File: config.mk
export PLATFORM = sky130hd
export DESIGN_NAME = imm_gen_stage_flat
export DESIGN_NICKNAME = d
export VERILOG_FILES = /design/src/rtl/imm_pkg.sv /design/src/rtl/imm_gen_stage_if.sv /design/src/rtl/imm_decode_core.sv /design/src/rtl/imm_gen_stage.sv /design/src/flat_wrapper.sv
export SDC_FILE = /design/constraint.sdc
export NUM_CORES = 1
export LEC_CHECK = 0
export ABC_AREA = 1
export CAP_MARGIN = 20
export CORE_ASPECT_RATIO = 0.9
export CORE_MARGIN = 5
export CORE_UTILIZATION = 51
export DETAILED_ROUTE_END_ITERATION = 8
export DONT_BUFFER_PORTS = 1
export PLACE_DENSITY = 0.69
export SETUP_SLACK_MARGIN = 0.5
export SYNTH_ARGS = -nofsm -noshare
export SYNTH_HDL_FRONTEND = slang
export SYNTH_HIERARCHICAL = 1
export SYNTH_SLANG_ARGS = --single-unit
export TNS_END_PERCENT = 50
File: constraint.sdc
create_clock -name clk -period 1.4 [get_ports clk]
set_input_delay 0.42 -clock clk [delete_from_list [all_inputs] [get_ports clk]]
set_output_delay 0.42 -clock clk [all_outputs]
set_load 0.005 [all_outputs]
File: src/rtl/imm_pkg.sv
// imm_pkg: immediate format enum, stage occupancy states and RV opcode constants
package imm_pkg;
  typedef enum logic [2:0] {IMM_NONE, IMM_I, IMM_S, IMM_B, IMM_U, IMM_J, IMM_SHAMT, IMM_Z} imm_type_e;
  typedef enum logic [1:0] {EMPTY, ONE, FULL} occ_e;
  localparam logic [6:0] OP_IMM = 7'b0010011;
  localparam logic [6:0] LOAD   = 7'b0000011;
  localparam logic [6:0] JALR   = 7'b1100111;
  localparam logic [6:0] STORE  = 7'b0100011;
  localparam logic [6:0] BRANCH = 7'b1100011;
  localparam logic [6:0] LUI    = 7'b0110111;
  localparam logic [6:0] AUIPC  = 7'b0010111;
  localparam logic [6:0] JAL    = 7'b1101111;
  localparam logic [6:0] OP     = 7'b0110011;
  localparam logic [6:0] SYSTEM = 7'b1110011;
  localparam logic [6:0] FENCE  = 7'b0001111;
endpackage

File: src/rtl/imm_gen_stage_if.sv
// imm_gen_stage_if: fetch-side input and decode-side output handshake bundle
//   in_valid/in_ready/in_inst/in_tag : upstream instruction stream
//   out_valid/out_ready/out_*        : decoded stream towards decode
//   master = upstream/downstream driver side, slave = the stage itself
interface imm_gen_stage_if #(parameter int XLEN = 32, parameter int TAG_W = 32);
  import imm_pkg::*;
  logic             in_valid;
  logic             in_ready;
  logic [31:0]      in_inst;
  logic [TAG_W-1:0] in_tag;
  logic             out_valid;
  logic             out_ready;
  logic [31:0]      out_inst;
  logic [TAG_W-1:0] out_tag;
  logic [XLEN-1:0]  out_imm;
  imm_type_e        out_type;
  logic             out_illegal;
  modport master (
    output in_valid, in_inst, in_tag, out_ready,
    input  in_ready, out_valid, out_inst, out_tag, out_imm, out_type, out_illegal
  );
  modport slave (
    input  in_valid, in_inst, in_tag, out_ready,
    output in_ready, out_valid, out_inst, out_tag, out_imm, out_type, out_illegal
  );
endinterface

File: src/rtl/imm_decode_core.sv
// imm_decode_core: combinational inst -> extended immediate, format and illegal-opcode flag
//   inst    : raw 32-bit instruction
//   imm     : immediate extended to XLEN
//   typ     : immediate format
//   illegal : opcode outside the supported set
module imm_decode_core import imm_pkg::*; #(
  parameter int XLEN    = 32,
  parameter int EN_ZIMM = 1
) (
  input  logic [31:0]     inst,
  output logic [XLEN-1:0] imm,
  output imm_type_e       typ,
  output logic            illegal
);
  logic [6:0]      opc;
  logic [2:0]      f3;
  logic [XLEN-1:0] imm_i, imm_s, imm_b, imm_u, imm_j, imm_sh, imm_z;
  assign opc    = inst[6:0];
  assign f3     = inst[14:12];
  assign imm_i  = XLEN'($signed(inst[31:20]));
  assign imm_s  = XLEN'($signed({inst[31:25], inst[11:7]}));
  assign imm_b  = XLEN'($signed({inst[31], inst[7], inst[30:25], inst[11:8], 1'b0}));
  assign imm_u  = XLEN'($signed({inst[31:12], 12'b0}));
  assign imm_j  = XLEN'($signed({inst[31], inst[19:12], inst[20], inst[30:21], 1'b0}));
  assign imm_sh = (XLEN == 64) ? XLEN'(inst[25:20]) : XLEN'(inst[24:20]);
  assign imm_z  = XLEN'(inst[19:15]);
  always_comb begin
    typ     = IMM_NONE;
    illegal = 1'b0;
    case (opc)
      OP_IMM:      typ = (f3[1:0] == 2'b01) ? IMM_SHAMT : IMM_I;
      LOAD, JALR:  typ = IMM_I;
      STORE:       typ = IMM_S;
      BRANCH:      typ = IMM_B;
      LUI, AUIPC:  typ = IMM_U;
      JAL:         typ = IMM_J;
      SYSTEM:      typ = ((EN_ZIMM != 0) && f3[2]) ? IMM_Z : IMM_NONE;
      OP, FENCE:   typ = IMM_NONE;
      default:     illegal = 1'b1;
    endcase
  end
  assign imm = (typ == IMM_I)     ? imm_i  :
               (typ == IMM_S)     ? imm_s  :
               (typ == IMM_B)     ? imm_b  :
               (typ == IMM_U)     ? imm_u  :
               (typ == IMM_J)     ? imm_j  :
               (typ == IMM_SHAMT) ? imm_sh :
               (typ == IMM_Z)     ? imm_z  : '0;
endmodule

File: src/rtl/imm_gen_stage.sv
// imm_gen_stage: registered immediate-generation stage with a 2-entry skid buffer
//   clk   : rising-edge clock
//   rst_n : asynchronous active-low reset, drops every buffered entry
//   flush : synchronous discard of all buffered entries (and a same-cycle accept)
//   bus   : slave side of imm_gen_stage_if (in_* accept, out_* emit)
module imm_gen_stage import imm_pkg::*; #(
  parameter int XLEN    = 32,
  parameter int TAG_W   = 32,
  parameter int EN_ZIMM = 1
) (
  input logic            clk,
  input logic            rst_n,
  input logic            flush,
  imm_gen_stage_if.slave bus
);
  typedef struct packed {
    logic [31:0]      inst;
    logic [TAG_W-1:0] tag;
    logic [XLEN-1:0]  imm;
    imm_type_e        typ;
    logic             illegal;
  } entry_t;
  occ_e            state, state_d;
  entry_t          head, skid, new_e;
  logic [XLEN-1:0] dec_imm;
  imm_type_e       dec_typ;
  logic            dec_ill;
  logic            rdy_q, accept, fire, ld_new, ld_skid, ld_skid_new;
  imm_decode_core #(.XLEN(XLEN), .EN_ZIMM(EN_ZIMM)) u_dec (
    .inst    (bus.in_inst),
    .imm     (dec_imm),
    .typ     (dec_typ),
    .illegal (dec_ill)
  );
  assign new_e  = '{inst: bus.in_inst, tag: bus.in_tag, imm: dec_imm, typ: dec_typ, illegal: dec_ill};
  assign accept = bus.in_valid && rdy_q;
  assign fire   = bus.out_valid && bus.out_ready;
  // head always holds the oldest entry; skid only fills when head is stalled
  always_comb begin
    state_d     = state;
    ld_new      = 1'b0;
    ld_skid     = 1'b0;
    ld_skid_new = 1'b0;
    if (flush) state_d = EMPTY;
    else
      case (state)
        EMPTY: begin
          state_d = accept ? ONE : EMPTY;
          ld_new  = accept;
        end
        ONE: begin
          state_d     = (accept && !fire) ? FULL : (fire && !accept) ? EMPTY : ONE;
          ld_new      = accept && fire;
          ld_skid_new = accept && !fire;
        end
        FULL: begin
          state_d = fire ? ONE : FULL;
          ld_skid = fire;
        end
        default: state_d = EMPTY;
      endcase
  end
  always_ff @(posedge clk or negedge rst_n)
    if (!rst_n) begin
      state <= EMPTY;
      rdy_q <= 1'b1;
      head  <= '0;
      skid  <= '0;
    end else begin
      state <= state_d;
      rdy_q <= (state_d != FULL);
      head  <= ld_new ? new_e : ld_skid ? skid : head;
      skid  <= ld_skid_new ? new_e : skid;
    end
  assign bus.in_ready    = rdy_q;
  assign bus.out_valid   = (state != EMPTY);
  assign bus.out_inst    = head.inst;
  assign bus.out_tag     = head.tag;
  assign bus.out_imm     = head.imm;
  assign bus.out_type    = head.typ;
  assign bus.out_illegal = head.illegal;
endmodule

File: src/flat_wrapper.sv
// flat-port wrapper written by rule: the top's interface ports become plain ports
module imm_gen_stage_flat import imm_pkg::*;
#(
  parameter int XLEN    = 32,
  parameter int TAG_W   = 32,
  parameter int EN_ZIMM = 1
)
  (clk, rst_n, flush, bus_in_valid, bus_in_inst, bus_in_tag, bus_out_ready, bus_in_ready, bus_out_valid, bus_out_inst, bus_out_tag, bus_out_imm, bus_out_type, bus_out_illegal);
  imm_gen_stage_if #(.XLEN(XLEN), .TAG_W(TAG_W)) bus_i ();
  input logic clk;
  input logic rst_n;
  input logic flush;
  input wire logic [$bits(bus_i.in_valid)-1:0] bus_in_valid;
  input wire logic [$bits(bus_i.in_inst)-1:0] bus_in_inst;
  input wire logic [$bits(bus_i.in_tag)-1:0] bus_in_tag;
  input wire logic [$bits(bus_i.out_ready)-1:0] bus_out_ready;
  output wire logic [$bits(bus_i.in_ready)-1:0] bus_in_ready;
  output wire logic [$bits(bus_i.out_valid)-1:0] bus_out_valid;
  output wire logic [$bits(bus_i.out_inst)-1:0] bus_out_inst;
  output wire logic [$bits(bus_i.out_tag)-1:0] bus_out_tag;
  output wire logic [$bits(bus_i.out_imm)-1:0] bus_out_imm;
  output wire logic [$bits(bus_i.out_type)-1:0] bus_out_type;
  output wire logic [$bits(bus_i.out_illegal)-1:0] bus_out_illegal;
  assign bus_i.in_valid = bus_in_valid;
  assign bus_i.in_inst = bus_in_inst;
  assign bus_i.in_tag = bus_in_tag;
  assign bus_i.out_ready = bus_out_ready;
  assign bus_in_ready = bus_i.in_ready;
  assign bus_out_valid = bus_i.out_valid;
  assign bus_out_inst = bus_i.out_inst;
  assign bus_out_tag = bus_i.out_tag;
  assign bus_out_imm = bus_i.out_imm;
  assign bus_out_type = bus_i.out_type;
  assign bus_out_illegal = bus_i.out_illegal;
  imm_gen_stage #(.XLEN(XLEN), .TAG_W(TAG_W), .EN_ZIMM(EN_ZIMM)) u_core (.clk(clk), .rst_n(rst_n), .flush(flush), .bus(bus_i));
endmodule
; After elaboration in Yosys (flattened, before gate mapping)
; Index checks and enable logic that the tools add are counted.
[classes]
n_eq_ne = 22
n_reduce_logical = 13
n_mux = 25
[op_table]
columns = op, count
row1 = $mux 100, 2
row2 = $mux 32, 5
row3 = $eq 7x7->1 const B, 4
row4 = $eq 7x6->1 const B, 3
row5 = $pmux 3 s7, 1
row6 = $eq 7x5->1 const B, 2
row7 = $eq 3x3->1 const B, 4
row8 = $reduce_or 11->1, 1
row9 = $mux 5, 2
row10 = $mux 1, 8
row11 = $eq 7x2->1 const B, 1
row12 = $eq 7x4->1 const B, 1
row13 = $eq 3x2->1 const B, 2
row14 = $mux 2, 3
row15 = $mux 3, 2
row16 = $pmux 2 s3, 1
row17 = $logic_and 1x1->1, 5
row18 = $eq 2x1->1 const B, 2
row19 = $reduce_bool 2->1, 2
row20 = $reduce_or 2->1, 2
row21 = $eq 3x1->1 const B, 1
row22 = $eq 2x2->1 const B, 1
row23 = $logic_not 1->1, 2
row24 = $logic_not 2->1, 1
row25 = other kinds (2), 2
[totals]
out_inout_bits = 102
in_bits = 69
ff_bits = 203

; Depth between registers and ports, before layout
[depth]
ltp_word = 12
ltp_mapped = 13
depth_no_buf = 13

; By module
; Netlist, hierarchy kept.
[by_module_without_submodules]
columns = module, instances, area_each_um2, cells_each
row1 = imm_gen_stage, 1, 9322.7, 1205
row2 = imm_decode_core, 1, 1009.7, 215

; Least setup slack after synthesis
; No wires, ideal clock.
[synth_timing]
kind = input port to flip-flop
startpoint = input bus_in_inst[1]
endpoint = register u_core.head (netlist bit u_core/bus.out_imm[21])
setup_ps = 117
n_path_buf = 1
arrival_time_ps = 1527
stages = 13
setup_slack_ps = -243
cell_sequence = nand2_2 inv_1 nand2_2 nor2_1 nor2_4 nand2_4 o21ai_2 buf_6 nand2_1 inv_1 nand3_1 nand2_1 nand2_1
[synth_via]
elab_chain_cells = 10
elab_cells_between_ends = 23
cone_classes = eq/ne (14) / mux (7) / reduce/logical (2)
[synth_lines]
columns = item, line
row1 = from (decl), flat_wrapper.sv:14  ; input wire logic [$bits(bus_i.in_inst)-1:0] bus_in_inst;
row2 = $eq 7x6->1 (tied with other cells), imm_decode_core.sv:30  ; case (opc)
row3 = $reduce_or 2->1, imm_decode_core.sv:30
row4 = $pmux 3 s7 (*), imm_decode_core.sv:30
row5 = $eq 3x3->1, imm_decode_core.sv:46  ; (typ == IMM_J) ? imm_j :
row6 = $mux 32, imm_decode_core.sv:46
row7 = $mux 32, imm_decode_core.sv:45  ; (typ == IMM_U) ? imm_u :
row8 = $mux 32, imm_decode_core.sv:44  ; (typ == IMM_B) ? imm_b :
row9 = $mux 32, imm_decode_core.sv:43  ; (typ == IMM_S) ? imm_s :
row10 = $mux 32 (*), imm_decode_core.sv:42  ; assign imm = (typ == IMM_I) ? imm_i :
row11 = via u_core.dec_imm[21], imm_gen_stage.sv:25  ; logic [XLEN-1:0] dec_imm;
row12 = $mux 100 (*), imm_gen_stage.sv:72  ; head <= ld_new ? new_e : ld_skid ? skid : head;
row13 = to (signal assigned), imm_gen_stage.sv:72
row14 = to (decl), imm_gen_stage.sv:24  ; entry_t head, skid, new_e;
; The timed path passes the listed nets; every way through them passes the cells marked *.
; A chain may end at the register's enable or synchronous reset.

; Worst setup path in the final report
[layout_timing]
startpoint = register u_core.rdy_q, in the netlist u_core/bus.in_ready
endpoint = register u_core.head (netlist bit u_core/bus.out_tag[17])
[layout_via]
elab_chain_cells = 5
elab_cells_between_ends = 6
cone_classes = mux (3) / reduce/logical (3)
[layout_lines]
columns = item, line
row1 = from (decl), imm_gen_stage.sv:28  ; logic rdy_q, accept, fire, ld_new, ld_skid, ld_skid_new;
row2 = from (signal assigned), imm_gen_stage.sv:71  ; rdy_q <= (state_d != FULL);
row3 = $logic_and 1x1->1 (*), imm_gen_stage.sv:36  ; assign accept = bus.in_valid && rdy_q;
row4 = $logic_and 1x1->1, imm_gen_stage.sv:53  ; ld_new = accept && fire;
row5 = $pmux 1 s2 (*), imm_gen_stage.sv:46  ; case (state)
row6 = $mux 1 (*), imm_gen_stage.sv:44  ; if (flush) state_d = EMPTY;
row7 = $mux 100 / $reduce_bool 2->1 (equally long branches), n/a
; Every way passes the cells marked *; elsewhere a longest branch is shown, timed or not.

==> impl_metrics.py <==
metrics = {
    "logic_synthesis": {
        "synthCells": 1420,
        "synth_seq_area_share_pct": 49.2,
        "synth-xor-area-share_pct": 0,
        "postSynthNetCount": 1491,
        "yosys.cell_types.count": 25,
        "syn_area_mm2": 0.0103,
        "ys_warn_count": 6,
        "multiplexer_fraction_of_the_synthesized_cell_area_pct": 0,
        "synth_seq_cells": 203,
        "synth_compound_gate_area_share_pct": 6.85,
        "syn-mean-instance-area_um2": 7.28,
        "synth-simple-area-share_pct": 33.9,
        "synth_top_family_by_area": "simple AND/OR/NAND/NOR gates",
        "post_synth_fa_ha_maj_area_fraction_pct": 0.242,
    },
    "place": {
        "detailed_place.area_mm2": 0.0110,
        "worst_setup_slack_post_dpl_ns": -0.408,
        "routability_congestion": 0.897,
        "placedCellCount": 1654,
        "io_buffers": 0,
        "hpwlAfterDp_um": 18200,
    },
    "final_layout": {
        "finalInstanceArea_mm2": 0.0126,
        "drive_above_1_share_pct": 14.9,
        "fin_nets": 1524,
        "finish.utilization_pct": 63.1,
        "syn2layout_area_growth_pct": 22.1,
        "fillerInstances": 1696,
        "final_cells": 1721,
        "diodes": 0,
    },
    "global_route": {
        "antenna_found_initial": 0,
        "grt_use_total_pct": 25.0,
        "globalRoute.totalOverflow": 0,
        "first_pass_grt_wire_length_um": 47600,
        "maximum_number_of_pins_on_one_net_before_global_route_repair": 204,
        "first_global_vias": 8658,
    },
    "clocking": {
        "clockBufferDepth": 3,
        "tritoncts": "built",
        "tritoncts_num_sinks": 203,
        "number_of_clock_buffers_inserted_by_tritoncts": 23,
        "clock_tree.htree_level_count": 1,
        "clk_pin_slew_worst_paths_ns": 0.06,
        "worst_skew_pair.late_latency_ns": 0.52,
        "cts-root-buf": "sky130_fd_sc_hd__clkbuf_16",
    },
    "detailed_routing": {
        "detail_route.iter0.violations": 1373,
        "wl_um": 32100,
        "vias_per_cell": 5.51,
        "drt_pass1_iterations": 5,
        "drtAntennaViolNets": 0,
        "dr_total_vias": 9489,
        "wire_per_inst_um": 18.6,
        "final_routed_drc_violation_total": 0,
    },
    "setup_path": {
        "setup.worst_path.end_class": "flop",
        "cp.arrival_ns": 2.15,
        "critical_path.max_fanout": 5,
        "critical_path.startpoint_type": "flop",
        "path_class": "reg2reg",
        "critPathRequiredTime_ns": 1.80,
    },
    "sta": {
        "postLayoutSetupSlackWorst_ns": -0.354,
        "report.final.slew_viol_count": 0,
        "timing.hold.ws_ns": -0.390,
        "timing.final.crit_period_ns": 1.75,
        "skew_ns": 0.0221,
        "slew_headroom_pct": 73.8,
        "unrepaired_setup_endpoints_after_global_routing": "yes",
        "worstMarginPinSlew_ns": 0.392,
        "finalSetupViolations": 204,
        "setup-tns-final_ns": -54.79,
        "timing.final.hold_violations": 203,
        "layout_worst_path_cycle_share_pct": 125,
        "maximum_clock_rate_ghz": 0.570,
    },
    "floorplanning": {
        "io_pins": 171,
        "core_region_area_mm2": 0.0200,
        "chipHeight_um": 145,
        "die_width_um": 160,
        "floorplan.initialDensity_pct": 51.7,
        "std_cell_rows": 49,
        "floorplan.die_area_mm2": 0.0232,
    },
    "power": {
        "total_power_mw": 17.5,
        "cellPowerDensity_mw_per_mm2": 1380,
        "total_leakage_power_nw": 6.67,
        "irDropWorstVdd_mv": 0.972,
    },
    "worst_hold_path": {
        "worstHoldPathType": "in2async",
    },
    "outcome": {
        "run_status": "complete, but fails checks",
        "failing_checks": "hold timing, setup timing",
    },
    "flow_run": {
        "maxCapViolations": 0,
    },
}
[repair_timing]
| action | 4_1_cts | 5_1_grt |
|---|---|---|
| hold endpoints to repair | 203 | 203 |
| resized for setup | 38 | 106 |
| setup endpoints to repair | 305 | 305 |
| pin swaps | 8 | 17 |
| setup buffers | 4 | 2 |
| cloned | 7 | 16 |
[critical path, stage by stage (launching register included)]
cell and delay (ns):
sky130_fd_sc_hd__dfstp_2 0.53, sky130_fd_sc_hd__nand2_2 0.07, sky130_fd_sc_hd__inv_4 0.07, sky130_fd_sc_hd__ha_4 0.14, sky130_fd_sc_hd__nand3_4 0.09, sky130_fd_sc_hd__buf_6 0.14
sky130_fd_sc_hd__nand3_4 0.14, sky130_fd_sc_hd__nand2_8 0.14, sky130_fd_sc_hd__clkbuf_16 0.21, sky130_fd_sc_hd__nand2_4 0.06, sky130_fd_sc_hd__nand2_2 0.04
[Yosys cell counts (all sizes together)]
library cell	n	area, um2
a21boi	2	15.0
nand2	661	2510
nor2	51	236
clkbuf	19	71.3
inv	137	514
nand4	9	56.3
a21oi	12	60.1
ha	2	25.0
dfrtp	202	5050
o211ai	1	7.51
nor3	3	15.0
dfstp	1	26.3
o21ai	122	626
nand3	138	691
buf	60	425
[placed cells by master (no fill, tap or decap), drive strengths merged, types with 3 or more instances in the layout]
cell type / instances
a21oi: 12
buf: 75
clkbuf: 41
clkinv: 6
dfrtp: 202
inv: 137
nand2: 662
nand3: 138
nand4: 9
nor2: 51
nor3: 3
o21ai: 122
[logic make-up after synthesis]
family | Yosys count
AOI/OAI and AO/OA | 137
adders and majority gates | 2
buffers and inverters | 216
DFF | 203
and+or+nand+nor | 862
[layout make-up]
cell class	count	area (um2)	share of cell area (%)
clock buffers	30	612	4.85
multi-input cells	1002	4590	36.4
flip-flops and latches	203	5080	40.3
inverters	137	534	4.23
clock inverters	8	50.0	0.397
well taps	255	319	2.53
repair buffers	86	1430	11.4
[routing by layer]
layer	track usage (%)	wire, um
met3	7.83	3410
met4	7.10	1090
met1	34.6	12800
met5	0	0
met2	38.1	14700
[flip-flops by register name (all words and copies together), names as in the netlist]
name,cells
u_core/bus.in_ready,1
u_core/bus.out_illegal,1
u_core/bus.out_imm,32
u_core/state,2
u_core/bus.out_tag,32
u_core/bus.out_type,3
u_core/skid,100
u_core/bus.out_inst,32
[power breakdown]
part           internal [mW]  total, mW  switching, mW
sequential              7.43       8.64           1.21
clock                   3.07       5.53           2.45
combinational           1.46       3.29           1.83
[path summary, 6_finish.rpt]
kind	slack, ns	end	cells past startpoint	from
setup / recovery	-0.35	u_core/bus.out_tag[17]	10	u_core/bus.in_ready
hold / removal	-0.39	u_core/bus.out_tag[27]	0	rst_n
setup reg to reg	-0.35	u_core/bus.out_tag[17]	10	u_core/bus.in_ready
hold reg to reg	0.48	u_core/skid[90]	2	u_core/skid[90]
max in group asynchronous	1.54	u_core/skid[11]	0	rst_n
min in group clk	0.05	u_core/skid[90]	2	bus_in_inst[22]
Power figures use the tool's default switching activity.
